File: src/rtl/mem_access_unit.sv
// rtl/mem_access_unit.sv - MAR/MBR holder and single-port memory handshake for the 8-bit CPU
// Outputs are decoded from registered state only; mem_ack never reaches mem_req combinationally.
module mem_access_unit #(
   parameter int ADDR_W  = 8,
   parameter int DATA_W  = 8,
   parameter int TIMEOUT = 15,
   parameter int TO_W    = 4
) (
   input  logic              clk,
   input  logic              rst,
   input  logic [31:0]       control_signal,
   input  logic [ADDR_W-1:0] pc_addr,
   input  logic [DATA_W-1:0] pc_data,
   input  logic [DATA_W-1:0] mem_rdata,
   input  logic              mem_ack,
   output logic [DATA_W-1:0] data_to_pc,
   output logic [ADDR_W-1:0] mem_addr,
   output logic [DATA_W-1:0] mem_wdata,
   output logic              mem_req,
   output logic              mem_we,
   output logic              busy,
   output logic              done,
   output logic              timeout_err
);

   localparam logic [1:0] S_IDLE = 2'd0;
   localparam logic [1:0] S_REQ  = 2'd1;
   localparam logic [1:0] S_DONE = 2'd2;

   localparam logic [TO_W-1:0] TO_LAST = TO_W'(TIMEOUT - 1);

   logic [1:0]        state_q, state_d;
   logic [ADDR_W-1:0] mar_q, mar_d;
   logic [DATA_W-1:0] mbr_q, mbr_d;
   logic [TO_W-1:0]   cnt_q, cnt_d;
   logic              we_q, we_d;
   logic              terr_q, terr_d;
   logic              terr_set;
   logic [ADDR_W-1:0] mbr_addr;

   logic ld_mar, ld_mbr, rd_start, wr_start, clr_terr, ld_ind;
   logic unused_ctl;

   assign ld_mar   = control_signal[4];
   assign ld_mbr   = control_signal[5];
   assign rd_start = control_signal[6];
   assign wr_start = control_signal[7];
   assign ld_ind   = control_signal[8];
   assign clr_terr = control_signal[9];

   // Bits 1-3 and 20 drive the program counter; the rest are spare.
   assign unused_ctl = ^{control_signal[31:10], control_signal[3:0]};

   generate
      if (DATA_W >= ADDR_W) begin : g_mbr_trunc
         assign mbr_addr = mbr_q[ADDR_W-1:0];
      end else begin : g_mbr_ext
         assign mbr_addr = {{(ADDR_W-DATA_W){1'b0}}, mbr_q};
      end
   endgenerate

   always_comb begin
      state_d  = state_q;
      mar_d    = mar_q;
      mbr_d    = mbr_q;
      cnt_d    = cnt_q;
      we_d     = we_q;
      terr_set = 1'b0;

      case (state_q)
         S_IDLE: begin
            // Loads land at the same edge as a start, so the transaction sees the new values.
            if (ld_ind) begin
               mar_d = mbr_addr;
            end else if (ld_mar) begin
               mar_d = pc_addr;
            end
            if (ld_mbr) begin
               mbr_d = pc_data;
            end
            if (rd_start || wr_start) begin
               state_d = S_REQ;
               cnt_d   = '0;
               we_d    = wr_start & ~rd_start;
            end
         end
         S_REQ: begin
            if (mem_ack) begin
               state_d = S_DONE;
               if (!we_q) begin
                  mbr_d = mem_rdata;
               end
            end else if (cnt_q == TO_LAST) begin
               state_d  = S_IDLE;
               terr_set = 1'b1;
            end else begin
               cnt_d = cnt_q + 1'b1;
            end
         end
         S_DONE: begin
            state_d = S_IDLE;
         end
         default: begin
            state_d = S_IDLE;
         end
      endcase

      // A timeout on the same edge as a clear request keeps the flag set.
      if (terr_set) begin
         terr_d = 1'b1;
      end else if (clr_terr) begin
         terr_d = 1'b0;
      end else begin
         terr_d = terr_q;
      end
   end

   always_ff @(posedge clk or negedge rst) begin
      if (!rst) begin
         state_q <= S_IDLE;
         mar_q   <= '0;
         mbr_q   <= '0;
         cnt_q   <= '0;
         we_q    <= 1'b0;
         terr_q  <= 1'b0;
      end else begin
         state_q <= state_d;
         mar_q   <= mar_d;
         mbr_q   <= mbr_d;
         cnt_q   <= cnt_d;
         we_q    <= we_d;
         terr_q  <= terr_d;
      end
   end

   assign data_to_pc  = mbr_q;
   assign mem_wdata   = mbr_q;
   assign mem_addr    = mar_q;
   assign mem_req     = (state_q == S_REQ);
   assign mem_we      = (state_q == S_REQ) & we_q;
   assign busy        = (state_q != S_IDLE);
   assign done        = (state_q == S_DONE);
   assign timeout_err = terr_q;

endmodule
File: config.mk
export PLATFORM = sky130hd
export DESIGN_NAME = mem_access_unit
export DESIGN_NICKNAME = d
export VERILOG_FILES = /design/src/rtl/mem_access_unit.sv
export SDC_FILE = /design/constraint.sdc
export NUM_CORES = 1
export LEC_CHECK = 0
export CORE_MARGIN = 3
export CORE_UTILIZATION = 38
export CTS_CLUSTER_DIAMETER = 200
export DETAILED_ROUTE_END_ITERATION = 10
export GPL_TIMING_DRIVEN = 0
export PLACE_DENSITY_LB_ADDON = 0.15
export SLEW_MARGIN = 25
export SYNTH_ARGS = -nofsm -noshare
export SYNTH_HDL_FRONTEND = slang
export SYNTH_SLANG_ARGS = --single-unit
File: constraint.sdc
create_clock -name clk -period 4.9 [get_ports clk]
set_clock_uncertainty 0.2 [all_clocks]
set_input_delay 0.49 -clock clk [delete_from_list [all_inputs] [get_ports clk]]
set_output_delay 0.49 -clock clk [all_outputs]
set_load 0.005 [all_outputs]
==> impl_metrics.tcl <==
set metrics [dict create \
    p_per_area_mw_per_mm2 502.3 \
    r2r.worst_path.cells 3 \
    power.share.clock_pct 10.2 \
    place_ws_ns 2.598 \
    synth_cells 106 \
    antenna_found_initial 0 \
    synth_warnings 0 \
    first_iter_violations 30 \
    place_inst 210 \
    grt_pass1_wl_um 4740 \
    cts_resized 0 \
    vias 1029 \
    vias_per_cell 4.786 \
    endpoint "mem_we" \
    grt_max_degree 25 \
    root_buffer "clkbuf_4" \
    synth_cell_type_count 32 \
    wl_per_cell_um 13.85 \
    synth_ff_type "dfrtp_1" \
    worst_slew_pin_slew_ns 0.5444 \
    critPathLaunchType "flop" \
    synth_async_sr_flop_share_pct 100.0 \
    fmax_mhz 390.2 \
    worst_slew_margin_rel_pct 63.71 \
    synth_top_area_share_pct 45.24 \
    end_kind "primary output" \
    hp-class "reg2reg" \
    critPathKind "reg2out" \
    clkTransAtPathRegs_ns 0.13 \
    p_seq_share_pct 34.8 \
    synth_nets 167 \
    syn_to_final_growth_pct 52.50 \
    power.internal_uw 724.8 \
    synth_top_area_cell "dfrtp_1" \
    insertion_delay_ns 0.31 \
    synth_common_cells "mux2_2 (27), dfrtp_1 (24), buf_4 (8), inv_1 (5), mux2_4 (5)" \
    fin_nets 233 \
    yosys-top-cells-area "dfrtp_1 (45%), mux2_2 (23%), mux2_4 (5.7%)" \
    crit_fanout 10 \
    row_count 20 \
    cp.required_ns 4.21 \
    fill_cells 284 \
    dp_hpwl_um 2313 \
    track_usage_pct 14.84 \
    finalSetupTns_ns 0 \
    ys_ff_latch 24 \
    final_layout_size_suffix_gt1_share_pct 32.16 \
    ir_drop_uv 250.5 \
    rsz0062_at_grt "no" \
    final-setup-viol-count 0 \
    status "finished, final reports clean" \
    drtAntennaViolNets 0 \
    pwr-share-comb_pct 55.0 \
    die-area_mm2 0.004239 \
    power_leakage_nw 0.8456 \
    clock-sinks 24 \
    timing.rr.start "state_q[0]$_DFFE_PN0P_" \
    cap_violations 0 \
    place.gp.congestion 0.8357 \
    cts-htree-levels 1 \
    cts_buffer_depth 2 \
    io_pins 88 \
    drv_slew 0 \
    period_needed_ns 2.563 \
    hold_viol 0 \
    cts_tree "yes" \
    yosysSeqAreaShare_pct 45.24 \
    rrSetupSlack_ns 3.10 \
    worstPathArrival_ns 1.87 \
    n_antenna_cell 0 \
    crit_start "state_q[0]$_DFFE_PN0P_" \
    syn_avg_cell_area_um2 12.52 \
    grt_pass1_vias 1013 \
    reg2reg_to "data_to_pc[2]$_DFFE_PN0P_" \
    overflow 0 \
    die_w_um 65.11 \
    setup_slack_ns 2.337 \
    core_mm2 0.003203 \
    post-synth-top-count-cell "mux2_2" \
    drt-total-wl_um 2977 \
    switching_power_uw 292.0 \
    cts_buffers 3 \
    port_buffers 60 \
    layout.cells.non_filler 215 \
    synth-edff-count 0 \
    route.detailed.drc 0 \
    die_y_um 65.11 \
    finalCritPeriodShare_pct 52.31 \
    p_sw_share_pct 28.72 \
    first_pass_iters 4 \
    start_util_pct 41.45 \
    syn_area_mm2 0.001328 \
    utilization_pct 63.20 \
]
-- worst min-delay path by stage --
| stage | start | end | depth (start not counted) |
|---|---|---|---|
| 4_1_cts | mem_addr[0]$_DFFE_PN0P_ | mem_addr[0]$_DFFE_PN0P_ | 1 |
| 3_5_place_dp | mem_addr[0]$_DFFE_PN0P_ | mem_addr[0]$_DFFE_PN0P_ | 1 |
| 5_1_grt | mem_addr[0]$_DFFE_PN0P_ | mem_addr[0]$_DFFE_PN0P_ | 1 |
| 3_3_place_gp | mem_addr[6]$_DFFE_PN0P_ | mem_addr[6]$_DFFE_PN0P_ | 1 |
| 2_1_floorplan | rst | cnt_q[0]$_DFFE_PN0P_ | 0 |
| 6_report | mem_addr[2]$_DFFE_PN0P_ | mem_addr[2]$_DFFE_PN0P_ | 1 |
-- critical path: stages, from the launching register on --
cell and delay [ns]:
dfrtp_1 0.46, nor2b_1 0.20, buf_6 0.15, buf_12 0.13, and2_2 0.14, clkdlybuf4s50_1 0.49
-- what timing repair did --
| item | 4_1_cts | 5_1_grt |
|---|---|---|
| setup buffers | 0 | 0 |
| hold buffers | 1 | 0 |
| endpoints found under the hold margin | 24 | 0 |
-- registers in the layout, summed over array words and instances, names as in the netlist --
signal,cells
state_q,2
mem_addr,8
data_to_pc,8
we_q,1
cnt_q,4
timeout_err,1
-- power groups by stage --
stage          combinational (mW)  sequential, mW  clock, mW
2_1_floorplan               0.273           0.350          0
3_3_place_gp                0.557           0.352          0
3_5_place_dp                0.565           0.359          0
4_1_cts                     0.568           0.355      0.112
5_1_grt                     0.604           0.369      0.118
6_report                    0.560           0.353      0.104
-- cell families (layout without fill, tap and decap cells) --
group           after synthesis  after routing  share of synthesized area, %
buf+inv                      17             82                         8.954
fa+ha+maj                     2              2                         1.885
mux                          33             33                         29.31
flops                        24             24                         45.24
compound gates               13             13                         7.258
simple gates                 17             17                         7.352
-- cell usage in the layout, fill, tap and decap left out, drive strengths merged, types with 2 or more instances in the layout --
cell           count
nand2              3
a21oi              3
nor3               2
ha                 2
clkbuf             5
o21ai              2
buf               12
inv                5
and2               2
mux2              32
a211oi             2
dfrtp             24
clkdlybuf4s50     59
nand3              3
-- per-layer routing --
layer / part of all wire (%) / routed length, µm / GRT usage (%)
met4: 2.0 / 60 / 7.254
met3: 7.8 / 233 / 3.761
met2: 45 / 1333 / 24.39
met5: 0 / 0 / 0
met1: 45 / 1349 / 18.12
-- final cells by class --
| cell class | count | area (µm²) | share of cell area, % |
|---|---|---|---|
| Tap cell | 44 | 55.05 | 2.719 |
| Inverter | 5 | 18.77 | 0.9271 |
| Clock buffer | 4 | 36.28 | 1.792 |
| Buffer | 12 | 100.1 | 4.944 |
| Timing Repair Buffer | 61 | 605.6 | 29.91 |
| Sequential cell | 24 | 600.6 | 29.67 |
| Multi-Input combinational cell | 65 | 608.1 | 30.04 |
-- stage by stage --
stage | area (µm²) | hold slack [ns] | power [mW]
after floorplan | 1328 | -0.005591 | 0.6235
after detailed placement | 1978 | 0.2993 | 0.9243
after global placement | 1983 | 0.2891 | 0.9088
after global routing | 2024 | 0.3451 | 1.090
after CTS | 2024 | 0.3301 | 1.035
final | 2024 | 0.3235 | 1.017
Note: power is estimated with default switching activity, not from simulation.
